<file path="src/rtl/serial_ripple_subtractor_if.sv">
// Operand/result bundle for the bit-serial subtractor: the controller (master)
// drives start and operands, the subtractor (slave) returns the result and status.
interface serial_ripple_subtractor_if #(
  parameter int WIDTH = 4
);
  logic             start;
  logic [WIDTH-1:0] a;
  logic [WIDTH-1:0] b;
  logic             bin;
  logic [WIDTH-1:0] diff;
  logic [WIDTH-1:0] bw;
  logic             bout;
  logic             busy;
  logic             done;

  modport master (output start, a, b, bin, input diff, bw, bout, busy, done);
  modport slave  (input start, a, b, bin, output diff, bw, bout, busy, done);
endinterface

</file>
<file path="src/rtl/serial_ripple_subtractor.sv">
// Bit-serial ripple-borrow subtractor: diff = a - b - bin, one bit per clock,
// LSB first, exposing the per-bit borrow chain. Results update atomically on done.
module srs_bit_cell (
  input  logic x,
  input  logic y,
  input  logic bi,
  output logic d,
  output logic bo
);
  assign d  = x ^ y ^ bi;
  assign bo = (~x & y) | (~(x ^ y) & bi);
endmodule

module serial_ripple_subtractor #(
  parameter int WIDTH = 4
) (
  input  logic                        clk,
  input  logic                        rst_n,
  serial_ripple_subtractor_if.slave   io
);
  localparam int IW = $clog2(WIDTH);

  typedef enum logic [1:0] {IDLE, RUN, DONE} state_e;

  state_e           state_q, state_d;
  logic [WIDTH-1:0] a_sh_q, a_sh_d, b_sh_q, b_sh_d;
  logic             br_q, br_d;
  logic [IW-1:0]    cnt_q, cnt_d;
  logic [WIDTH-1:0] dacc_q, dacc_d, bacc_q, bacc_d;
  logic [WIDTH-1:0] diff_q, diff_d, bw_q, bw_d;
  logic             busy_q, busy_d, done_q, done_d;
  logic             bit_d, bit_bo;

  srs_bit_cell u_cell (
    .x  (a_sh_q[0]),
    .y  (b_sh_q[0]),
    .bi (br_q),
    .d  (bit_d),
    .bo (bit_bo)
  );

  always_comb begin
    state_d = state_q;
    a_sh_d  = a_sh_q;
    b_sh_d  = b_sh_q;
    br_d    = br_q;
    cnt_d   = cnt_q;
    dacc_d  = dacc_q;
    bacc_d  = bacc_q;
    diff_d  = diff_q;
    bw_d    = bw_q;
    busy_d  = busy_q;
    done_d  = 1'b0;
    case (state_q)
      IDLE, DONE: begin
        // DONE accepts like IDLE so back-to-back ops need no idle gap
        if (io.start) begin
          state_d = RUN;
          a_sh_d  = io.a;
          b_sh_d  = io.b;
          br_d    = io.bin;
          cnt_d   = '0;
          dacc_d  = '0;
          bacc_d  = '0;
          busy_d  = 1'b1;
        end else begin
          state_d = IDLE;
          busy_d  = 1'b0;
        end
      end
      RUN: begin
        dacc_d[cnt_q] = bit_d;
        bacc_d[cnt_q] = bit_bo;
        br_d          = bit_bo;
        a_sh_d        = a_sh_q >> 1;
        b_sh_d        = b_sh_q >> 1;
        cnt_d         = cnt_q + IW'(1);
        if (cnt_q == IW'(WIDTH - 1)) begin
          // publish the full word in one edge so no partial result is seen
          diff_d  = dacc_d;
          bw_d    = bacc_d;
          busy_d  = 1'b0;
          done_d  = 1'b1;
          state_d = DONE;
        end
      end
      default: state_d = IDLE;
    endcase
  end

  always_ff @(posedge clk or negedge rst_n) begin
    if (!rst_n) begin
      state_q <= IDLE;
      a_sh_q  <= '0;
      b_sh_q  <= '0;
      br_q    <= 1'b0;
      cnt_q   <= '0;
      dacc_q  <= '0;
      bacc_q  <= '0;
      diff_q  <= '0;
      bw_q    <= '0;
      busy_q  <= 1'b0;
      done_q  <= 1'b0;
    end else begin
      state_q <= state_d;
      a_sh_q  <= a_sh_d;
      b_sh_q  <= b_sh_d;
      br_q    <= br_d;
      cnt_q   <= cnt_d;
      dacc_q  <= dacc_d;
      bacc_q  <= bacc_d;
      diff_q  <= diff_d;
      bw_q    <= bw_d;
      busy_q  <= busy_d;
      done_q  <= done_d;
    end
  end

  assign io.diff = diff_q;
  assign io.bw   = bw_q;
  assign io.bout = bw_q[WIDTH-1];
  assign io.busy = busy_q;
  assign io.done = done_q;
endmodule

</file>
<file path="src/flat_wrapper.sv">
// flat-port wrapper written by rule: the top's interface ports become plain ports
module serial_ripple_subtractor_flat 
#(
  parameter int WIDTH = 4
)
  (clk, rst_n, io_start, io_a, io_b, io_bin, io_diff, io_bw, io_bout, io_busy, io_done);
  serial_ripple_subtractor_if #(.WIDTH(WIDTH)) io_i ();
  input  logic clk;
  input  logic rst_n;
  input wire logic [$bits(io_i.start)-1:0] io_start;
  input wire logic [$bits(io_i.a)-1:0] io_a;
  input wire logic [$bits(io_i.b)-1:0] io_b;
  input wire logic [$bits(io_i.bin)-1:0] io_bin;
  output wire logic [$bits(io_i.diff)-1:0] io_diff;
  output wire logic [$bits(io_i.bw)-1:0] io_bw;
  output wire logic [$bits(io_i.bout)-1:0] io_bout;
  output wire logic [$bits(io_i.busy)-1:0] io_busy;
  output wire logic [$bits(io_i.done)-1:0] io_done;
  assign io_i.start = io_start;
  assign io_i.a = io_a;
  assign io_i.b = io_b;
  assign io_i.bin = io_bin;
  assign io_diff = io_i.diff;
  assign io_bw = io_i.bw;
  assign io_bout = io_i.bout;
  assign io_busy = io_i.busy;
  assign io_done = io_i.done;
  serial_ripple_subtractor #(.WIDTH(WIDTH)) u_core (.clk(clk), .rst_n(rst_n), .io(io_i));
endmodule
</file>
<file path="config.mk">
export PLATFORM = sky130hd
export DESIGN_NAME = serial_ripple_subtractor_flat
export DESIGN_NICKNAME = d
export VERILOG_FILES = /design/src/rtl/serial_ripple_subtractor_if.sv /design/src/rtl/serial_ripple_subtractor.sv /design/src/flat_wrapper.sv
export SDC_FILE = /design/constraint.sdc
export NUM_CORES = 1
export LEC_CHECK = 0
export ABC_AREA = 1
export CELL_PAD_IN_SITES_DETAIL_PLACEMENT = 0
export CELL_PAD_IN_SITES_GLOBAL_PLACEMENT = 1
export CORE_MARGIN = 3
export CORE_UTILIZATION = 41
export CTS_BUF_LIST = sky130_fd_sc_hd__clkbuf_8
export CTS_CLUSTER_SIZE = 40
export DETAILED_ROUTE_END_ITERATION = 10
export HOLD_SLACK_MARGIN = 0.12
export MAX_ROUTING_LAYER = met4
export PLACE_DENSITY = 0.85
export SLEW_MARGIN = 25
export SYNTH_ARGS = -nofsm -noshare
export SYNTH_HDL_FRONTEND = slang
export SYNTH_HIERARCHICAL = 1
export SYNTH_SLANG_ARGS = --single-unit
</file>
<file path="constraint.sdc">
create_clock -name clk -period 1.88 [get_ports clk]
set_clock_uncertainty 0.05 [all_clocks]
set_input_delay 0.282 -clock clk [delete_from_list [all_inputs] [get_ports clk]]
set_output_delay 0.282 -clock clk [all_outputs]
set_load 0.005 [all_outputs]
</file>
==> impl_metrics.py, run 1 <==
metrics = {
    "setup_path": {
        "crit_fanout": 3,
        "max_stage_delay_ns": 0.51,
        "worstSetupPathType": "reg2out",
        "required_ns": 1.55,
        "cp_slowest_cell": "clkdlybuf4s50_1",
        "cp_cell_sequence": "clkdlybuf4s50_1",
        "crit_family": "buffers and inverters",
        "crit_path_end_kind": "output pin",
        "crit_arrival_ns": 1.16,
        "cp-start-kind": "register",
        "critPathBufInv": 1,
    },
    "clock_tree": {
        "cts_made_buffers": 5,
        "cts_setup_buffers": 0,
        "insertion_delay_ns": 0.27,
        "hold_buffers": 0,
        "path_clk_slew_ns": 0.06,
        "clockBufferDepth": 2,
        "root_buffer": "clkbuf_8",
        "post_cts_resized": 0,
        "clock-sinks": 29,
        "cts_tree": "yes",
        "h-tree-depth": 2,
    },
    "synth": {
        "ys.flop_type": "dfrtp_1",
        "synthArstFlopShare_pct": 100,
        "yosysMostFrequentCell": "nand2_1",
        "synth.distinct_cells": 15,
        "yosys_warnings": 6,
        "avgSynthCellArea_um2": 8.55,
        "synth-edff-count": 0,
        "syn_nets": 189,
        "syn_inst": 172,
        "syn-cell-area_um2": 1470,
        "synth-seq-cells": 29,
        "yosys.area.top_type": "dfrtp_1",
        "ys_top_cells_by_count": "51 x nand2_1, 33 x inv_1, 29 x dfrtp_1",
        "netlist.area_leader.share_pct": 49.3,
        "yosys-top-cells-area": "dfrtp_1 49%, nand2_1 13%, inv_1 8.4%, nand3_1 6.8%, o21ai_2 6.5%",
        "ys_seq_area_share_pct": 49.3,
    },
    "placement": {
        "dp_cells": 237,
        "globalplace.congestion": 0.751,
        "port_buffers": 22,
        "hpwl_um": 1920,
        "pre_cts_slack_ns": 0.426,
        "dpl_cell_area_um2": 1720,
    },
    "timing": {
        "period_needed_ns": 1.49,
        "worst_slack_ns": 0.391,
        "slew_violations": 0,
        "rsz0062_at_grt": "no",
        "tns_ns": 0,
        "clock.fmax_mhz": 671,
        "fin_crit_sh_pct": 79.2,
        "tightest_slew_ns": 0.368,
        "setup_viol": 0,
        "holdWs_ns": 0.345,
        "maxSlewHeadroom_pct": 75.5,
        "hold_violations": 0,
    },
    "finish": {
        "final_cell_area_um2": 1800,
        "diodes": 0,
        "nNetsFinal": 215,
        "utilization_pct": 53.2,
        "drive_above_1_share_pct": 13.6,
        "area_growth_pct": 22.4,
        "stdcell_count": 244,
    },
    "floorplan": {
        "core.rowCount": 21,
        "die_h_um": 65.9,
        "die_x_um": 65.9,
        "initial_core_util_pct": 43.4,
        "coreArea_um2": 3390,
        "ioPinCount": 23,
        "fp.dieArea_um2": 4340,
    },
    "global_routing": {
        "grt-ovfl-total": 0,
        "grt_usage_pct": 14.8,
        "grt_antenna_before_repair": 0,
        "grt_max_degree": 30,
        "first_global_vias": 1080,
        "grt_pass1_wl_um": 4730,
    },
    "routing": {
        "route.vias.total": 1112,
        "firstDrtPassIters": 6,
        "wl_per_cell_um": 10.9,
        "ant_nets": 0,
        "drt-initial-drc-count": 58,
        "drc_errors": 0,
        "drt_wl_total_um": 2660,
        "vias_per_cell": 4.56,
    },
    "power": {
        "p_total_mw": 3.22,
        "ir_drop_mv": 0.794,
        "cellPowerDensity_nw_per_um2": 1790,
        "power.leakage_nw": 0.961,
    },
    "worst_hold_path": {
        "hp-class": "in2async",
    },
    "status": {
        "outcome": "finished clean",
    },
    "run": {
        "maxCapViolCount": 0,
    },
}
## routing by layer
metal,up-vias,wire [um],global-route usage [%]
met4,0,31,4.92
li1,573,-,-
met1,509,1170,17.3
met3,4,142,4.59
met2,26,1310,24.2
met5,-,0,-
## power by group
part           switching [mW]  total, mW  internal [mW]  leakage [nW]
clock                   0.218      0.502          0.284        0.0485
combinational           0.984       1.64          0.660         0.551
sequential              0.143       1.07          0.926         0.361
## layout make-up
class / instances / area (um^2)
Fill cell: 332 / 1590
Sequential cell: 29 / 726
Multi-Input combinational cell: 102 / 559
Timing Repair Buffer: 24 / 235
Inverter: 36 / 138
Clock buffer: 6 / 82.6
Tap cell: 46 / 57.6
Clock inverter: 1 / 3.75
## worst paths after layout
| check | startpoint | end | slack (ns) | cells after the start |
|---|---|---|---|---|
| hold / removal | rst_n | u_core/io.diff[1] | 0.35 | 2 |
| setup / recovery | u_core/io.bw[3] | io_bw[3] | 0.39 | 1 |
| min in group clk | u_core/a_sh_q[1] | u_core/a_sh_q[1] | 0.43 | 2 |
| max in group asynchronous | rst_n | u_core/io.diff[2] | 1.16 | 2 |
| setup reg to reg | u_core/b_sh_q[0] | u_core/io.bw[0] | 0.43 | 7 |
| hold reg to reg | u_core/a_sh_q[1] | u_core/a_sh_q[1] | 0.43 | 2 |
## layout by cell type (no fill, tap or decap), types with 3 or more instances in the layout
cell              n
nand2_1          51
ha_1              4
nand2_4           3
inv_1            34
clkdlybuf4s50_1  22
nand3_1          20
clkbuf_8          6
o21ai_2          11
dfrtp_1          29
o21ai_0          10
## logic make-up (layout without fill, tap and decap cells)
| kind of cell | Yosys count | in the layout | synth area share [%] |
|---|---|---|---|
| AND/OR/NAND/NOR | 76 | 76 | 23.3 |
| AO/OA/AOI/OAI | 21 | 21 | 9.95 |
| adder cells (fa/ha/maj) | 5 | 5 | 4.76 |
| flip-flops | 29 | 29 | 49.3 |
| buffers and inverters | 41 | 67 | 12.7 |
## registers in the layout (all words and copies together), names as in the netlist
register	cells
u_core/a_sh_q	4
u_core/state_q	2
u_core/io.diff	4
u_core/br_q	1
u_core/io.busy	1
u_core/b_sh_q	4
u_core/bacc_q	3
u_core/dacc_q	3
u_core/cnt_q	2
u_core/io.done	1
u_core/io.bw	4
Note: power is estimated with default switching activity, not from simulation.
==> inputs of run 2 (changes only) <==
==> constraint.sdc (replaced) <==
create_clock -name clk -period 1.5 [get_ports clk]
set_clock_uncertainty 0.05 [all_clocks]
set_input_delay 0.225 -clock clk [delete_from_list [all_inputs] [get_ports clk]]
set_output_delay 0.225 -clock clk [all_outputs]
set_load 0.005 [all_outputs]
==> run 2 against run 1 <==
Non-clock buffer count grew 2. Global-route usage grew 0.41 points. Sequential share of layout area down 0.61 points. Count of clock-buffer cells in the layout unchanged.
==> impl_metrics.py, run 2 (same netlist as run 1, synthesis figures left out) <==
metrics = {
    "finish": {
        "mostFrequentLayoutCells": "51 x nand2_1, 32 x inv_1, 29 x dfrtp_1, 22 x clkdlybuf4s50_1, 20 x nand3_1",
        "area_growth_pct": 24.3,
        "final_common_cell": "nand2_1",
        "drive_above_1_share_pct": 15.5,
        "final_cell_area_um2": 1830,
        "fill_cells": 328,
        "diodes": 0,
        "nNetsFinal": 217,
        "stdcell_count": 246,
        "multi_input_area_um2": 559,
        "seq_area_um2": 726,
    },
    "setup_path": {
        "rr_worst_depth": 6,
        "worstReg2RegStart": "u_core/b_sh_q[0]",
        "worstSetupPathType": "reg2reg",
        "cp-startpoint": "u_core/b_sh_q[0]",
        "crit_arrival_ns": 1.58,
        "required_ns": 1.65,
        "cp-start-kind": "register",
        "r2r_slack_ns": 0.07,
        "crit_fanout": 4,
        "crit_path_end_kind": "register",
        "endpoint": "u_core/io.diff[0]",
        "r2r-end": "u_core/io.diff[0]",
    },
    "global_routing": {
        "first_global_vias": 1105,
        "grt-ovfl-total": 0,
        "grt_antenna_before_repair": 0,
        "grt_max_degree": 30,
        "grt_pass1_wl_um": 4860,
        "grt_usage_pct": 15.2,
    },
    "timing": {
        "holdWs_ns": 0.283,
        "setup_viol": 0,
        "rsz0062_at_grt": "no",
        "period_needed_ns": 1.43,
        "fin_crit_sh_pct": 95.1,
        "maxSlewHeadroom_pct": 74.5,
        "tns_ns": 0,
        "tightest_slew_ns": 0.382,
        "clock.fmax_mhz": 701,
        "slew_violations": 0,
        "hold_violations": 0,
    },
    "power": {
        "power.internal_mw": 2.44,
        "power.leakage_nw": 0.973,
        "ir_drop_mv": 1.02,
        "combPwrFrac_pct": 52.2,
        "power_switching_mw": 1.73,
        "cellPowerDensity_nw_per_um2": 2280,
        "power_frac_clock_pct": 15.1,
        "p_total_mw": 4.17,
        "p_sw_share_pct": 41.6,
        "sequentialPowerShare_pct": 32.7,
    },
    "routing": {
        "ant_nets": 0,
        "route.vias.total": 1153,
        "drt-initial-drc-count": 89,
        "vias_per_cell": 4.69,
        "drt_wl_total_um": 2750,
        "wl_per_cell_um": 11.2,
        "firstDrtPassIters": 4,
        "drc_errors": 0,
    },
    "worst_hold_path": {
        "hp-class": "in2async",
    },
    "clock_tree": {
        "h-tree-depth": 2,
        "hold_buffers": 0,
        "root_buffer": "clkbuf_8",
        "insertion_delay_ns": 0.27,
        "path_clk_slew_ns": 0.06,
        "clock-sinks": 29,
        "cts_setup_buffers": 0,
        "clockBufferDepth": 2,
        "cts_made_buffers": 5,
        "cts_tree": "yes",
        "post_cts_resized": 0,
    },
    "floorplan": {
        "ioPinCount": 23,
        "coreArea_um2": 3390,
        "die_x_um": 65.9,
        "core.rowCount": 21,
        "die_h_um": 65.9,
        "fp.dieArea_um2": 4340,
        "initial_core_util_pct": 43.4,
    },
    "status": {
        "outcome": "finished clean",
    },
    "placement": {
        "dp_cells": 239,
        "port_buffers": 22,
        "globalplace.congestion": 0.762,
        "hpwl_um": 1990,
        "dpl_cell_area_um2": 1740,
    },
    "run": {
        "maxCapViolCount": 0,
    },
}
## run 2: changes by cell type in the layout (fill, tap and decap cells not counted)
| cell | change |
|---|---|
| inv_1 | -2 |
| inv_2 | +2 |
| buf_12 | +1 |
| buf_4 | +1 |
## run 2: power groups by stage
stage	Sequential (mW)	Combinational, mW	Clock [mW]
2_1_floorplan	1.33	1.55	0
3_3_place_gp	1.36	2.11	0
3_5_place_dp	1.37	2.17	0
4_1_cts	1.36	2.18	0.649
5_1_grt	1.41	2.52	0.681
6_report	1.36	2.18	0.630
## run 2: cell type report
cell class / instances / share of cell area (%)
inverters: 36 / 7.52
multi-input cells: 102 / 30.6
repair buffers: 26 / 14.4
clock buffers: 6 / 4.51
flip-flops and latches: 29 / 39.7
well taps: 46 / 3.15
clock inverters: 1 / 0.205
## run 2: how the worst min path moves through the flow
stage | startpoint | end | slack, ns | cells after the start
after floorplan | rst_n | u_core/a_sh_q[0] | -0.12 | 0
after global placement | u_core/b_sh_q[0] | u_core/b_sh_q[0] | 0.41 | 2
after detailed placement | u_core/b_sh_q[1] | u_core/b_sh_q[1] | 0.42 | 2
after CTS | rst_n | u_core/cnt_q[0] | 0.29 | 2
after global routing | rst_n | u_core/dacc_q[2] | 0.30 | 2
final | rst_n | u_core/io.bw[1] | 0.28 | 2
## run 2: critical path: stages, from the launching register on
cell     delay [ns]
dfrtp_1        0.37
inv_1          0.07
fa_1           0.54
inv_2          0.06
nand2_1        0.07
nand2_1        0.07
o21ai_2        0.12
## run 2: per-stage QoR
stage,util (%),worst slack [ns]
2_1_floorplan,-,0.174
5_1_grt,54.0,0.00266
4_1_cts,54.0,0.0695
3_5_place_dp,51.4,0.0823
6_report,54.0,0.0732
3_3_place_gp,51.4,0.133
## run 2: metal layers
metal | part of all wire (%) | routed length, um | track usage (%) | up-vias
met4 | 1.9 | 51 | 6.48 | 0
met2 | 46 | 1280 | 24.7 | 31
met5 | 0 | 0 | - | -
met3 | 6.3 | 173 | 4.93 | 6
li1 | - | - | - | 577
met1 | 45 | 1250 | 17.2 | 539
==> inputs of run 3 (changes only) <==
--- a/config.mk
+++ b/config.mk
@@ -8,14 +8,15 @@
 export ABC_AREA = 1
 export CELL_PAD_IN_SITES_DETAIL_PLACEMENT = 0
 export CELL_PAD_IN_SITES_GLOBAL_PLACEMENT = 1
+export CORE_ASPECT_RATIO = 0.9
 export CORE_MARGIN = 3
-export CORE_UTILIZATION = 41
+export CORE_UTILIZATION = 37
 export CTS_BUF_LIST = sky130_fd_sc_hd__clkbuf_8
 export CTS_CLUSTER_SIZE = 40
 export DETAILED_ROUTE_END_ITERATION = 10
 export HOLD_SLACK_MARGIN = 0.12
 export MAX_ROUTING_LAYER = met4
-export PLACE_DENSITY = 0.85
+export PLACE_DENSITY = 0.81
 export SLEW_MARGIN = 25
 export SYNTH_ARGS = -nofsm -noshare
 export SYNTH_HDL_FRONTEND = slang
==> constraint.sdc (replaced) <==
create_clock -name clk -period 1.2 [get_ports clk]
set_clock_uncertainty 0.05 [all_clocks]
set_input_delay 0.18 -clock clk [delete_from_list [all_inputs] [get_ports clk]]
set_output_delay 0.18 -clock clk [all_outputs]
set_load 0.005 [all_outputs]
==> run 3 against run 2 <==
Core utilization fell by 0.76 points. Sequential power grew 26%. Register-to-register slack worse by 0.25 ns. Combinational power rose by 55%. Largest power group unchanged. Critical path type unchanged. The run now ends with negative setup slack left. Setup slack got worse by 0.25 ns.
==> impl_metrics.py, run 3 (same netlist as run 1, synthesis figures left out) <==
metrics = {
    "power": {
        "ir_drop_mv": 0.957,
        "power.leakage_nw": 1.08,
        "p_total_mw": 5.96,
        "cellPowerDensity_nw_per_um2": 2960,
    },
    "timing": {
        "worst_slack_ns": -0.175,
        "tns_ns": -1.99,
        "hold_violations": 0,
        "clock.fmax_mhz": 727,
        "tightest_slew_ns": 0.261,
        "setup_viol": 15,
        "slew_violations": 0,
        "holdWs_ns": 0.207,
        "fin_crit_sh_pct": 115,
        "maxSlewHeadroom_pct": 82.6,
        "rsz0062_at_grt": "yes",
        "period_needed_ns": 1.38,
    },
    "finish": {
        "utilization_pct": 53.2,
        "final_common_cell": "nand2_1",
        "drive_above_1_share_pct": 31.5,
        "stdcell_count": 262,
        "final_cell_area_um2": 2010,
        "fill_cells": 352,
        "area_growth_pct": 36.8,
        "mostFrequentLayoutCells": "39 x nand2_1, 28 x inv_1, 28 x dfrtp_1, 17 x nand3_1, 16 x buf_4",
        "nNetsFinal": 232,
        "diodes": 0,
    },
    "setup_path": {
        "required_ns": 1.36,
        "rr_worst_depth": 6,
        "cp-start-kind": "register",
        "cp_slowest_cell": "fa_1",
        "cp_cell_sequence": "inv_2 > fa_1 > inv_2 > nand2_2 > nand2_2 > o21ai_2",
        "crit_arrival_ns": 1.54,
        "worstSetupPathType": "reg2reg",
        "crit_path_end_kind": "register",
        "max_stage_delay_ns": 0.54,
        "crit_fanout": 4,
    },
    "floorplan": {
        "die_h_um": 65.8,
        "initial_core_util_pct": 38.9,
        "coreArea_um2": 3780,
        "fp.dieArea_um2": 4770,
        "ioPinCount": 23,
        "core.rowCount": 21,
        "die_x_um": 72.5,
    },
    "routing": {
        "drt_wl_total_um": 3010,
        "firstDrtPassIters": 4,
        "drt-initial-drc-count": 64,
        "ant_nets": 0,
        "drc_errors": 0,
        "route.vias.total": 1200,
        "wl_per_cell_um": 11.5,
        "vias_per_cell": 4.58,
    },
    "placement": {
        "port_buffers": 22,
        "dpl_cell_area_um2": 1830,
        "dp_cells": 246,
        "globalplace.congestion": 0.802,
        "pre_cts_slack_ns": -0.179,
        "hpwl_um": 2110,
    },
    "clock_tree": {
        "root_buffer": "clkbuf_8",
        "cts_made_buffers": 5,
        "cts_tree": "yes",
        "clockBufferDepth": 2,
        "h-tree-depth": 2,
        "clock-sinks": 29,
        "insertion_delay_ns": 0.28,
        "path_clk_slew_ns": 0.06,
    },
    "global_routing": {
        "grt-ovfl-total": 0,
        "first_global_vias": 1138,
        "grt_max_degree": 30,
        "grt_antenna_before_repair": 0,
        "grt_usage_pct": 14.4,
        "grt_pass1_wl_um": 4990,
    },
    "status": {
        "failed_checks": "negative setup slack",
        "outcome": "finished with violations",
    },
    "worst_hold_path": {
        "hp-class": "in2async",
    },
    "run": {
        "maxCapViolCount": 0,
    },
}
==> run 3: cell type report <==
| type | count | area, um^2 | area share, % |
|---|---|---|---|
| repair buffers | 41 | 380 | 18.9 |
| inverters | 36 | 140 | 6.96 |
| flip-flops and latches | 29 | 727 | 36.1 |
| clock buffers | 7 | 96.3 | 4.79 |
| well taps | 46 | 57.6 | 2.86 |
| multi-input cells | 102 | 607 | 30.1 |
| clock inverters | 1 | 5.00 | 0.249 |
==> run 3: worst max-delay path: cells and delay by family (launching register included) <==
family / cells / cell delay (ns)
adders and majority gates: 1 / 0.54
DFF: 1 / 0.36
and+or+nand+nor: 2 / 0.13
buffers and inverters: 2 / 0.12
AOI/OAI and AO/OA: 1 / 0.10
==> run 3: path summary, 6_finish.rpt <==
path	startpoint	end	slack, ns
max in group asynchronous	rst_n	u_core/state_q[0]	0.73
min	rst_n	u_core/io.diff[2]	0.21
max reg2reg	u_core/br_q	u_core/io.diff[0]	-0.18
max	u_core/br_q	u_core/io.diff[0]	-0.18
min in group clk	io_b[3]	u_core/b_sh_q[3]	0.39
min reg2reg	u_core/io.bw[1]	u_core/io.bw[1]	0.43
==> run 3: power by group <==
part	switching [mW]	internal, mW
combinational	1.85	1.52
clock	0.373	0.517
sequential	0.253	1.45
==> run 3: per-layer routing <==
layer	global-route usage (%)	wire, um
met5	-	0
met4	6.22	61
met3	5.47	129
met2	22.6	1480
met1	16.4	1340
==> run 3: repair_timing <==
item | in CTS | in global routing
endpoints found under the setup margin | 30 | 25
buffers inserted | 2 | 6
pin swaps | 5 | 1
gates cloned | 0 | 0
hold buffers | 0 | 0
resized for setup | 28 | 5
